$ cat src/rtl/fetch_queue.sv
// Instruction-fetch unit with a DEPTH-entry prefetch queue, credit-based request issue and redirect flush.
// Optional performance counters are enabled by defining FETCH_PERF_EN.
module fetch_queue #(
  parameter int unsigned     DEPTH    = 4,
  parameter int unsigned     XLEN     = 32,
  parameter logic [XLEN-1:0] RESET_PC = '0
) (
  input  logic            clk,
  input  logic            rst,
  input  logic            redirect,
  input  logic [XLEN-1:0] redirect_pc,
  output logic            mem_req_valid,
  input  logic            mem_req_ready,
  output logic [XLEN-1:0] mem_req_addr,
  input  logic            mem_resp_valid,
  input  logic [XLEN-1:0] mem_resp_data,
  output logic            inst_valid,
  input  logic            inst_ready,
  output logic [XLEN-1:0] inst,
`ifdef FETCH_PERF_EN
  output logic [XLEN-1:0] inst_pc,
  output logic [31:0]     perf_fetched,
  output logic [31:0]     perf_flushed
`else
  output logic [XLEN-1:0] inst_pc
`endif
);

  localparam int unsigned CW = $clog2(DEPTH + 1);
  localparam int unsigned PW = $clog2(DEPTH);

  logic [XLEN-1:0] fetchPc_q, fetchPc_d;
  logic [XLEN-1:0] respPc_q, respPc_d;
  logic [CW-1:0]   count_q, count_d;
  logic [CW-1:0]   outstanding_q, outstanding_d;
  logic [CW-1:0]   discard_q, discard_d;
  logic [PW-1:0]   head_q, head_d;
  logic [PW-1:0]   tail_q, tail_d;
  logic [XLEN-1:0] pcMem_q   [DEPTH];
  logic [XLEN-1:0] dataMem_q [DEPTH];

  logic            credit;
  logic            reqFire;
  logic            respDrop;
  logic            push;
  logic            pop;
  logic [XLEN-1:0] redirectAligned;

  // Every word in the queue or in flight holds a slot, so responses can never overflow the queue.
  assign credit          = ({1'b0, count_q} + {1'b0, outstanding_q}) < (CW + 1)'(DEPTH);
  assign mem_req_valid   = rst && credit && !redirect;
  assign mem_req_addr    = fetchPc_q;
  assign reqFire         = mem_req_valid && mem_req_ready;
  assign respDrop        = mem_resp_valid && (redirect || (discard_q != '0));
  assign push            = mem_resp_valid && !respDrop;
  assign inst_valid      = (count_q != '0) && !redirect;
  assign pop             = inst_valid && inst_ready;
  assign inst            = dataMem_q[head_q];
  assign inst_pc         = pcMem_q[head_q];
  assign redirectAligned = redirect_pc & ~XLEN'(3);

  always_comb begin
    fetchPc_d     = fetchPc_q;
    respPc_d      = respPc_q;
    count_d       = count_q;
    discard_d     = discard_q;
    head_d        = head_q;
    tail_d        = tail_q;
    outstanding_d = outstanding_q + CW'(reqFire) - CW'(mem_resp_valid);
    if (redirect) begin
      // Everything still in flight after this cycle belongs to the old path.
      fetchPc_d = redirectAligned;
      respPc_d  = redirectAligned;
      count_d   = '0;
      head_d    = '0;
      tail_d    = '0;
      discard_d = outstanding_q - CW'(mem_resp_valid);
    end else begin
      if (reqFire) fetchPc_d = fetchPc_q + XLEN'(4);
      if (mem_resp_valid && (discard_q != '0)) discard_d = discard_q - CW'(1);
      if (push) begin
        respPc_d = respPc_q + XLEN'(4);
        tail_d   = tail_q + PW'(1);
      end
      if (pop) head_d = head_q + PW'(1);
      count_d = count_q + CW'(push) - CW'(pop);
    end
  end

  always_ff @(posedge clk or negedge rst) begin
    if (!rst) begin
      fetchPc_q     <= RESET_PC;
      respPc_q      <= RESET_PC;
      count_q       <= '0;
      outstanding_q <= '0;
      discard_q     <= '0;
      head_q        <= '0;
      tail_q        <= '0;
    end else begin
      fetchPc_q     <= fetchPc_d;
      respPc_q      <= respPc_d;
      count_q       <= count_d;
      outstanding_q <= outstanding_d;
      discard_q     <= discard_d;
      head_q        <= head_d;
      tail_q        <= tail_d;
    end
  end

  always_ff @(posedge clk) begin
    if (push) begin
      pcMem_q[tail_q]   <= respPc_q;
      dataMem_q[tail_q] <= mem_resp_data;
    end
  end

  noPushWhenFull: assert property (@(posedge clk) disable iff (!rst) push |-> (count_q != CW'(DEPTH)));

`ifdef FETCH_PERF_EN
  logic [31:0] perfFetched_q, perfFetched_d;
  logic [31:0] perfFlushed_q, perfFlushed_d;

  // Flushed work covers dropped responses plus whatever the redirect throws out of the queue.
  always_comb begin
    perfFetched_d = perfFetched_q + 32'(pop);
    perfFlushed_d = perfFlushed_q + 32'(respDrop) + (redirect ? 32'(count_q) : 32'd0);
  end

  always_ff @(posedge clk or negedge rst) begin
    if (!rst) begin
      perfFetched_q <= '0;
      perfFlushed_q <= '0;
    end else begin
      perfFetched_q <= perfFetched_d;
      perfFlushed_q <= perfFlushed_d;
    end
  end

  assign perf_fetched = perfFetched_q;
  assign perf_flushed = perfFlushed_q;
`endif

endmodule

$ cat config.mk
export PLATFORM = sky130hd
export DESIGN_NAME = fetch_queue
export DESIGN_NICKNAME = d
export VERILOG_FILES = /design/src/rtl/fetch_queue.sv
export SDC_FILE = /design/constraint.sdc
export NUM_CORES = 1
export LEC_CHECK = 0
export CAP_MARGIN = 30
export CORE_ASPECT_RATIO = 0.9
export CORE_MARGIN = 5
export CORE_UTILIZATION = 50
export CTS_CLUSTER_DIAMETER = 50
export CTS_CLUSTER_SIZE = 20
export DETAILED_ROUTE_END_ITERATION = 8
export PLACE_DENSITY = 0.73
export SYNTH_ARGS = -nofsm -noshare
export SYNTH_HDL_FRONTEND = slang
export SYNTH_SLANG_ARGS = --single-unit
$ cat constraint.sdc
create_clock -name clk -period 10.2 [get_ports clk]
set_clock_uncertainty 0.15 [all_clocks]
set_input_delay 2.04 -clock clk [delete_from_list [all_inputs] [get_ports clk]]
set_output_delay 2.04 -clock clk [all_outputs]
set_load 0.01 [all_outputs]
Yosys cells after proc, flatten, opt, wreduce, memory -nomap -nowiden
Memories as Yosys holds them, arrays and structs flattened.
Cells that the tools add are included.
{"block": "totals", "output_inout_bits": 98, "mem_bits_ro": 0, "n_memories": 2, "elab_cells": 51, "mem_bits_rw": 256, "reg_bits": 77, "latch_bits": 0}
{"memory": "dataMem_q", "words": 4, "width": 32, "read_ports": 1, "rd_clocked_by_memory_dff": 0, "wr": 1, "line": "40", "text": "logic [XLEN-1:0] dataMem_q [DEPTH];"}
{"memory": "pcMem_q", "words": 4, "width": 32, "read_ports": 1, "rd_clocked_by_memory_dff": 0, "wr": 1, "line": "39", "text": "logic [XLEN-1:0] pcMem_q [DEPTH];"}
{"block": "op_classes", "n_reduce_logical": 17, "eq_ne": 0, "shift": 0, "multipliers": 0, "mux": 13, "n_lt_le_gt_ge": 1, "bitwise": 0, "div_mod_pow": 0, "n_addsub": 11}
{"operator": "2-to-1 mux 32 bit", "count": 4}
{"operator": "adder 32 x 3 -> 32 bit (second input constant)", "count": 2}
{"operator": "2-to-1 mux 3 bit", "count": 3}
{"operator": "subtractor 3 x 1 -> 3 bit", "count": 3}
{"operator": "logical AND 1 bit", "count": 8}
{"operator": "2-to-1 mux 2 bit", "count": 4}
{"operator": "nonzero test 2 bit", "count": 4}
{"operator": "adder 3 x 1 -> 3 bit", "count": 2}
{"operator": "nonzero test 3 bit", "count": 2}
{"operator": "adder 2 x 1 -> 2 bit (second input constant)", "count": 2}
{"operator": "adder 3 x 3 -> 4 bit", "count": 1}
{"operator": "less-than comparator 4 x 3 -> 1 bit (second input constant)", "count": 1}
{"operator": "subtractor 3 x 1 -> 3 bit (second input constant)", "count": 1}
{"operator": "logical NOT 1 bit", "count": 2}
{"operator": "2-to-1 mux 1 bit", "count": 2}
{"operator": "logical OR 1 bit", "count": 1}

Longest topological paths before layout
Gate-level depths: netlist of run 1.
{"block": "logic_depth", "depth_word": 8, "mapped_depth": 13, "depth_no_buf": 12}

Worst setup path before layout of run 1
Ideal clock, no wire load.
{"block": "synth_path", "path_type": "input -> output", "start": "input redirect", "end": "output inst_valid", "path_slack_ps": 5313, "stages": 3, "path_buffers": 2, "arrival_time_ps": 2697, "path_cell_list": "clkbuf_1 buf_1 nor2_1"}
{"block": "synth_via", "elab_chain_len": 2}
{"element": "from (decl)", "line": "10", "text": "input logic redirect,"}
{"element": "logical NOT 1 bit", "line": "56", "text": "assign inst_valid = (count_q != '0) && !redirect;"}
{"element": "logical AND 1 bit", "line": "56"}
{"element": "to (decl)", "line": "17", "text": "output logic inst_valid,"}
Every way passes these cells.

Worst setup path in the final report of run 1
{"block": "layout_path", "start": "input rst", "end": "output mem_req_valid"}
{"block": "layout_via", "elab_chain_len": 2}
{"element": "from (decl)", "line": "9", "text": "input logic rst,"}
{"element": "logical AND 1 bit (2 in series)", "line": "51", "text": "assign mem_req_valid = rst && credit && !redirect;"}
{"element": "to (decl)", "line": "12", "text": "output logic mem_req_valid,"}
Every way passes these cells.

==> metrics.md, run 1 <==
| Metric | Value |
|---|---|
| Slew headroom | 36.6% |
| Setup CP Type | primary input to output port |
| Setup repair bufs after CTS | 0 |
| WP data required | 8.01 ns |
| Synth top area share | 56.3% |
| Routed WL | 26800 um |
| Clk sinks | 321 |
| Crit path from | rst |
| Effective utilization at floorplan | 50.7% |
| CP Max Fanout | 40 |
| Count of cell types in the netlist | 51 |
| DRT Pass-1 Iters | 5 |
| DRT iter0 DRCs | 624 |
| Hold Vio Cnt, Final | 0 |
| Drt wl/cell | 20.2 um |
| Row cnt | 56 |
| CTS Hold Bufs | 0 |
| Power per cell area | 211 nW/um^2 |
| Total congestion overflow | 0 |
| Startpoint Class | primary input |
| Post-cts sizing count | 0 |
| Synth top area cells | edfxtp_1 (56%), dfrtp_1 (14%), mux4_2 (11%), xnor2_1 (1.9%), nand2_1 (1.6%) |
| Worst skew pair latency | 0.54 ns |
| Vias in the first global route | 7509 |
| Setup Viol. Count Final | 0 |
| F_max | 180 MHz |
| Core area | 26100 sq um |
| Status | completed |
| Clock slew at reported path FFs | 0.07 ns |
| Yosys warns | 0 |
| Gr usage total | 17.7% |
| Pin count of the biggest net entering global routing | 63 |
| Ant diodes | 0 |
| I/O pins | 168 |
| Post-Syn Area per Cell | 16.7 sq um |
| Placer Congestion | 0.857 |
| LEAKAGE | 5.45 nW |
| Root buf cell | clkbuf_16 |
| Max Root-Sink Buffers | 3 |
| Port Buffers | 161 |
| Worst Min Path Start | outstanding_q[0] |
| Main synth FF type | edfxtp_1 |
| First-pass GRT wire length | 42100 um |
| Initial antenna violation count | 2 |
| Type of the most critical hold path | register to register |
| Register area share after synthesis | 70.1% |
| Full die area | 29800 sq um |
| CP Capture Type | output port |
| Remaining DRCs | 0 |
| Fin util | 62.4% |
| Worst-Margin Slew | 0.948 ns |
| DP Wirelength | 17100 um |
| Maximum vdd drop | 0.123 mV |
| Post-synth EDFFs | 248 |
| Cells after Synth | 793 |
| CTS Buf Count | 28 |
| Most frequent cells after synthesis | edfxtp_1 (248), dfrtp_1 (73), mux4_2 (62) |
| Die width | 181 um |
| Via count | 7534 |
| Fin crit period | 5.54 ns |
| H-tree levels | 1 |
| Max-cap viol count | 0 |
| Synth-to-layout area growth | 23.0% |
| TritonCTS clock tree | yes |
| Share of post-route cells with drive strength above 1 | 15.3% |
| FF-to-FF Start | count_q[1] |
| Die Ht | 164 um |
| Seq cells post-synth | 321 |
| Asr flop ratio synth | 22.7% |
| Crit path DAT | 3.35 ns |
| Via density | 5.67 |
| Synth area leader | edfxtp_1 |
| Routed Antenna Nets | 0 |
| Nets | 1047 |
| RSZ-0062 raised after global routing | false |
| Period utilization | 54.3% |
| Pins Over Slew Limit | 0 |
| Sum of negative setup slack | 0 ns |
| Most common cell in the netlist | edfxtp_1 |
| Post-Syn Area | 13200 sq um |
==> registers in the layout (all words and copies together) (netlist names) <==
register       flops
discard_q          3
count_q            3
respPc_q          30
mem_req_addr      30
outstanding_q      3
tail_q             2
head_q             2
pcMem_q          120
dataMem_q        128
==> layer usage <==
layer | vias to the layer above | routed length [um] | GRT usage [%]
met1 | 3735 | 12100 | 26.8
met4 | 4 | 544 | 3.48
met3 | 44 | 2190 | 4.19
met2 | 326 | 12000 | 26.9
met5 | - | 23 | 0
li1 | 3425 | - | -
==> metrics by stage <==
stage | total power, mW | instances | hold slack (ns) | setup slack, ns | instance area, sq um
floorplan | 2.00 | 796 | 0.345 | 5.31 | 13200
CTS | 3.48 | 1329 | 0.394 | 4.62 | 16300
global route | 3.60 | 1329 | 0.410 | 4.55 | 16300
detailed placement | 2.34 | 1277 | 0.378 | 4.56 | 15200
global placement | 2.32 | 1275 | 0.375 | 4.53 | 15200
finish | 3.43 | 1329 | 0.392 | 4.66 | 16300
==> worst max-delay path, stage by stage <==
cell and delay [ns]:
buf_2 0.07, buf_4 0.43, and3_1 0.24, clkdlybuf4s50_1 0.53
==> cells in the final DEF (no fill, tap or decap), types with 3 or more instances in the layout <==
cell | synthesis | routed
a21boi_0 | 5 | 5
a21oi_1 | 9 | 9
a31oi_1 | 7 | 7
and2_1 | 8 | 4
and2_2 | 0 | 4
and3_1 | 5 | 5
and4_1 | 6 | 6
buf_4 | 4 | 9
bufinv_16 | 0 | 3
clkbuf_16 | 0 | 29
clkdlybuf4s50_1 | 0 | 159
clkinv_4 | 0 | 3
clkinv_8 | 0 | 4
clkinvlp_4 | 0 | 5
conb_1 | 1 | 4
dfrtp_1 | 73 | 71
edfxtp_1 | 248 | 248
ha_1 | 16 | 16
inv_1 | 23 | 23
inv_8 | 0 | 3
mux2_2 | 8 | 8
mux4_2 | 62 | 62
nand2_1 | 57 | 57
nand2b_1 | 4 | 4
nand3_1 | 38 | 38
nand4_1 | 12 | 12
nor2_1 | 25 | 25
nor3_1 | 11 | 11
nor4_1 | 11 | 11
o211ai_1 | 14 | 14
o21ai_0 | 31 | 31
o21ai_1 | 4 | 4
o311ai_0 | 6 | 6
o311ai_1 | 3 | 3
xnor2_1 | 28 | 28
xor2_1 | 13 | 13
==> report_power, final <==
part / total (mW) / switching, mW / internal [mW]
sequential: 1.59 / 0.0901 / 1.50
clock: 1.14 / 0.510 / 0.625
combinational: 0.714 / 0.311 / 0.403
total: 3.43 / 0.911 / 2.52
==> layout make-up <==
| cell class | instances | area, sq um |
|---|---|---|
| Fill cell | 1867 | 9810 |
| Sequential cell | 321 | 9280 |
| Multi-Input combinational cell | 413 | 3700 |
| Timing Repair Buffer | 172 | 1720 |
| Clock buffer | 30 | 729 |
| Tap cell | 348 | 435 |
| Clock inverter | 22 | 303 |
| Inverter | 23 | 86.3 |
==> cell families after synthesis <==
logic type | after synthesis | share of synthesized area, %
buffers and inverters | 62 | 2.00
adder cells (fa/ha/maj) | 18 | 1.82
AND/OR/NAND/NOR | 194 | 7.94
AO/OA/AOI/OAI | 84 | 3.97
multiplexers | 72 | 11.4
XOR/XNOR | 41 | 2.72
flip-flops | 321 | 70.1
other | 1 | 0.0284
==> path summary, 6_finish.rpt <==
check	end	slack, ns	cells after the start
hold reg to reg	outstanding_q[0]	0.39	1
setup / recovery	mem_req_valid	4.66	4
setup reg to reg	outstanding_q[2]	6.19	10
min in group asynchronous	mem_req_addr[15]	1.40	2
hold / removal	outstanding_q[0]	0.39	1
max in group asynchronous	mem_req_addr[13]	7.60	3
Power figures use the tool's default switching activity.
==> run 2: changes to the inputs <==
Settings changed: PLACE_DENSITY 0.73 to 0.76.
Clock period 10.2 ns to 4.7 ns, I/O delays scaled along.
==> run 2 against run 1 <==
Effect of this change:
- die area is the same
- global-route usage grew 0.66 points
- total power rose by 120%
- non-clock buffer count increased by 2
- via count hardly changed
- worst setup slack worse by 3.8 ns
- highest routed layer unchanged
==> metrics.md, run 2 (same netlist as run 1, synthesis figures left out) <==
| Metric | Value |
|---|---|
| Status | completed |
| Setup repair bufs after CTS | 0 |
| Clk sinks | 321 |
| Die width | 181 um |
| Routed length on met1 | 12300 um |
| Slowest cell on crit path | dfrtp_4 |
| FF-to-FF Start | count_q[1] |
| Slowest cell delay on critical path | 0.74 ns |
| Reg2Reg Setup Slack | 1.71 ns |
| NetSw | 2.01 mW |
| Share of post-route cells with drive strength above 1 | 15.3% |
| Max reg flops | 128 |
| Die Ht | 164 um |
| Placed cell count | 1279 |
| DRT Pass-1 Iters | 5 |
| Via density | 5.66 |
| Routed wl met3 | 1900 um |
| Period utilization | 82.5% |
| Internal cell power | 5.41 mW |
| CTS Hold Bufs | 0 |
| Commonest non-fill, non-tap cell in the layout | edfxtp_1 |
| Port Buffers | 161 |
| Routed Antenna Nets | 0 |
| Routed WL | 27300 um |
| LEAKAGE | 5.47 nW |
| DRT iter0 DRCs | 675 |
| Fin util | 62.4% |
| H-tree levels | 1 |
| Post-cts sizing count | 0 |
| Synth-to-layout area growth | 23.1% |
| Pin count of the biggest net entering global routing | 47 |
| Clk pwr share | 32.7% |
| Met2 Wirelength | 12700 um |
| Reg2Reg Depth | 11 |
| Type of the most critical hold path | primary input to async pin |
| Worst-Margin Slew | 0.999 ns |
| CP cell instances | buf_4 > mux4_2 > clkdlybuf4s50_1 |
| Worst skew pair latency | 0.54 ns |
| DP Worst Slack | 1.01 ns |
| Remaining DRCs | 0 |
| Ant diodes | 0 |
| Via count | 7538 |
| RSZ-0062 raised after global routing | false |
| Most frequent cells in the layout | edfxtp_1 (248), clkdlybuf4s50_1 (159), dfrtp_1 (71), mux4_2 (62), nand2_1 (57) |
| Placer Congestion | 0.842 |
| Setup CP Type | register to output port |
| Largest register by flop count | dataMem_q |
| CP Capture Type | output port |
| Worst setup margin | 0.823 ns |
| Hold Vio Cnt, Final | 0 |
| Fill cells | 1880 |
| TritonCTS clock tree | yes |
| CP Max Fanout | 25 |
| F_max | 258 MHz |
| Combinational power share | 20.6% |
| Root buf cell | clkbuf_16 |
| Initial antenna violation count | 1 |
| DP Wirelength | 17700 um |
| WHS | 0.347 ns |
| Placed cell area | 15300 sq um |
| Biggest regs | dataMem_q: 128 flops, pcMem_q: 120 flops |
| Full die area | 29800 sq um |
| Sum of negative setup slack | 0 ns |
| Max Root-Sink Buffers | 3 |
| Total congestion overflow | 0 |
| Crit Reg-Reg Endpoint | outstanding_q[2] |
| Maximum vdd drop | 0.350 mV |
| Setup Viol. Count Final | 0 |
| Crit path DAT | 2.79 ns |
| Pins Over Slew Limit | 0 |
| Top Layer Used | met5 |
| Fin crit period | 3.88 ns |
| I/O pins | 168 |
| Clock slew at reported path FFs | 0.08 ns |
| Nets | 1049 |
| Effective utilization at floorplan | 50.7% |
| WP data required | 3.61 ns |
| Seq pwr share | 46.7% |
| Gr usage total | 18.4% |
| Layout Cells excl Fill | 1331 |
| Net Sw Frac | 27.1% |
| Startpoint Class | register |
| Overall Power | 7.42 mW |
| Power per cell area | 456 nW/um^2 |
| Drt wl/cell | 20.5 um |
| Slew headroom | 33.2% |
| Vias in the first global route | 7723 |
| Row cnt | 56 |
| Max-cap viol count | 0 |
| CTS Buf Count | 28 |
| Post-route cell area | 16300 sq um |
| Core area | 26100 sq um |
| First-pass GRT wire length | 43400 um |
[run 2: area by class of cell]
| class | instances | area, sq um | area share [%] |
|---|---|---|---|
| tap | 348 | 435 | 2.68 |
| clock inverter | 22 | 289 | 1.78 |
| sequential | 321 | 9280 | 57.0 |
| clock buffer | 30 | 708 | 4.35 |
| multi-input combinational | 413 | 3700 | 22.7 |
| timing repair buffer | 174 | 1770 | 10.9 |
| inverter | 23 | 86.3 | 0.531 |
[run 2: power by group through the flow]
stage                     Clock [mW]  Combinational [mW]  Sequential (mW)
after global placement             0                1.53             3.52
after floorplan                    0               0.909             3.43
after CTS                       2.48                1.56             3.47
after global routing            2.60                1.66             3.50
final                           2.42                1.53             3.46
after detailed placement           0                1.55             3.53
[run 2: layer usage]
metal	vias to the layer above	global-route usage (%)
met5	-	0
li1	3428	-
met4	2	3.41
met1	3777	27.5
met3	35	3.59
met2	296	29.0
[run 2: worst max-delay path, delay by kind of cell (launching register included)]
family	cells	cell delay (ns)
buffers and inverters	2	0.93
muxes	1	0.53
DFF	1	0.74
[run 2: worst max-delay path by stage]
stage                     slack, ns  depth (start not counted)               to            from
final                          0.82                          3      inst_pc[27]       head_q[0]
after global routing           0.61                          3      inst_pc[27]       head_q[0]
after CTS                      0.71                          3      inst_pc[28]       head_q[0]
after detailed placement       1.01                         11       count_q[2]  mem_resp_valid
after global placement         1.01                         11       count_q[2]  mem_resp_valid
after floorplan                1.11                          4  dataMem_q[0][0]  mem_resp_valid
==> run 3: changes to the inputs <==
Clock period 4.7 ns to 3.2 ns, I/O delays scaled along.
==> run 3 against run 2 <==
Effect of this change:
- worst setup slack got worse by 0.74 ns
- largest power group unchanged
- global-route usage decreased by 0.27 points
- cell area up 0.97%
- final cell count up 0.98%
- first-iteration DRC count fell by 28%
- die area stayed put
- largest cell class unchanged
- count of clock-buffer cells in the layout up 2
==> metrics.md, run 3 (same netlist as run 1, synthesis figures left out) <==
| Metric | Value |
|---|---|
| Crit path DAT | 2.33 ns |
| DRT iter0 DRCs | 487 |
| Fin util | 63.0% |
| Remaining DRCs | 0 |
| Vias in the first global route | 7592 |
| Clk sinks | 321 |
| TritonCTS clock tree | yes |
| Setup Viol. Count Final | 0 |
| CP Capture Type | output port |
| Full die area | 29800 sq um |
| Share of post-route cells with drive strength above 1 | 16.4% |
| Max Root-Sink Buffers | 3 |
| CTS Buf Count | 29 |
| Via count | 7605 |
| Via density | 5.66 |
| WP data required | 2.41 ns |
| Fill cells | 1892 |
| Maximum vdd drop | 0.372 mV |
| First-pass GRT wire length | 42700 um |
| DP Wirelength | 17100 um |
| WHS | 0.312 ns |
| Slew headroom | 56.7% |
| LEAKAGE | 5.69 nW |
| Commonest non-fill, non-tap cell in the layout | edfxtp_1 |
| Power per cell area | 666 nW/um^2 |
| Routed WL | 27200 um |
| Pin count of the biggest net entering global routing | 63 |
| Period utilization | 97.4% |
| Total congestion overflow | 0 |
| Area of the multi-input gates | 3700 sq um |
| H-tree levels | 1 |
| Fin crit period | 3.12 ns |
| Worst-Margin Slew | 0.643 ns |
| Worst skew pair latency | 0.57 ns |
| Effective utilization at floorplan | 50.7% |
| Drt wl/cell | 20.2 um |
| RSZ-0062 raised after global routing | false |
| DRT Pass-1 Iters | 4 |
| Root buf cell | clkbuf_16 |
| Most frequent cells in the layout | edfxtp_1 (248), clkdlybuf4s50_1 (125), dfrtp_1 (71), mux4_2 (62), nand2_1 (57) |
| Hold Vio Cnt, Final | 0 |
| Clock slew at reported path FFs | 0.08 ns |
| Layout Cells excl Fill | 1344 |
| Startpoint Class | register |
| Type of the most critical hold path | primary input to async pin |
| Die width | 181 um |
| Status | completed |
| Initial antenna violation count | 0 |
| Max reg flops | 128 |
| CP Max Fanout | 16 |
| Pins Over Slew Limit | 0 |
| Setup CP Type | register to output port |
| Largest register by flop count | dataMem_q |
| Port Buffers | 161 |
| Reg area | 9280 sq um |
| Placed cell count | 1288 |
| Biggest regs | dataMem_q: 128 flops, pcMem_q: 120 flops |
| Gr usage total | 18.1% |
| Placer Congestion | 0.875 |
| Synth-to-layout area growth | 24.3% |
| Row cnt | 56 |
| Die Ht | 164 um |
| Core area | 26100 sq um |
| F_max | 321 MHz |
| Ant diodes | 0 |
| I/O pins | 168 |
| Routed Antenna Nets | 0 |
| Max-cap viol count | 0 |
| Nets | 1063 |
## run 3: changes by cell type in the layout (fill, tap and decap cells not counted), moves of 2 or more
cell	delta
clkinv_4	-2
inv_12	+3
dlymetal6s2s_1	+12
bufinv_16	-2
dlygate4sd2_1	+22
clkdlybuf4s50_1	-34
buf_4	+9
inv_6	-4
clkinv_8	+3
## run 3: per-stage QoR
| step | TNS (ns) | cell area (sq um) | setup slack, ns | power (mW) |
|---|---|---|---|---|
| 3_3_place_gp | 0 | 15400 | 0.230 | 7.48 |
| 4_1_cts | -0.00674 | 16400 | -0.00518 | 11.1 |
| 3_5_place_dp | 0 | 15400 | 0.198 | 7.52 |
| 5_1_grt | 0 | 16400 | 0.00317 | 11.4 |
| 6_report | 0 | 16400 | 0.0828 | 10.9 |
| 2_1_floorplan | 0 | 13200 | 0.243 | 6.37 |
## run 3: timing repair
action,CTS,global route
setup buffers,3,0
resized for setup,23,13
hold endpoints to repair,4,0
hold buffers,1,0
gates cloned,0,0
setup endpoints to repair,53,10
## run 3: path summary, 6_finish.rpt
check,from,end,slack (ns),cells past startpoint
min,rst,outstanding_q[2],0.31,2
min reg2reg,outstanding_q[0],outstanding_q[0],0.38,1
max reg2reg,count_q[1],outstanding_q[2],0.51,10
max in group asynchronous,rst,head_q[0],1.35,4
min in group clk,outstanding_q[0],outstanding_q[0],0.38,1
max,head_q[0],inst[26],0.08,3
## run 3: final cells by class
class                   count  area share (%)
clock inverters            20            1.63
repair buffers            187            11.6
well taps                 348            2.65
multi-input cells         413            22.5
clock buffers              32            4.55
inverters                  23           0.525
flip-flops and latches    321            56.5
## run 3: where the power goes
part	switching [mW]	internal [mW]
clock network	1.74	1.83
logic	1.04	1.30
registers	0.272	4.77
total	3.05	7.90
## run 3: routing by layer
metal | vias to the layer above | wire length (um) | track usage [%]
met5 | - | 0 | 0
met4 | 0 | 641 | 4.67
met3 | 41 | 2100 | 3.65
met2 | 312 | 12100 | 27.3
met1 | 3800 | 12400 | 27.5
li1 | 3452 | - | -
## run 3: worst max-delay path, cell delays in order (launching register included)
cell and delay [ns]:
dfrtp_4 0.53, buf_12 0.21, mux4_2 0.53, clkdlybuf4s50_1 0.49
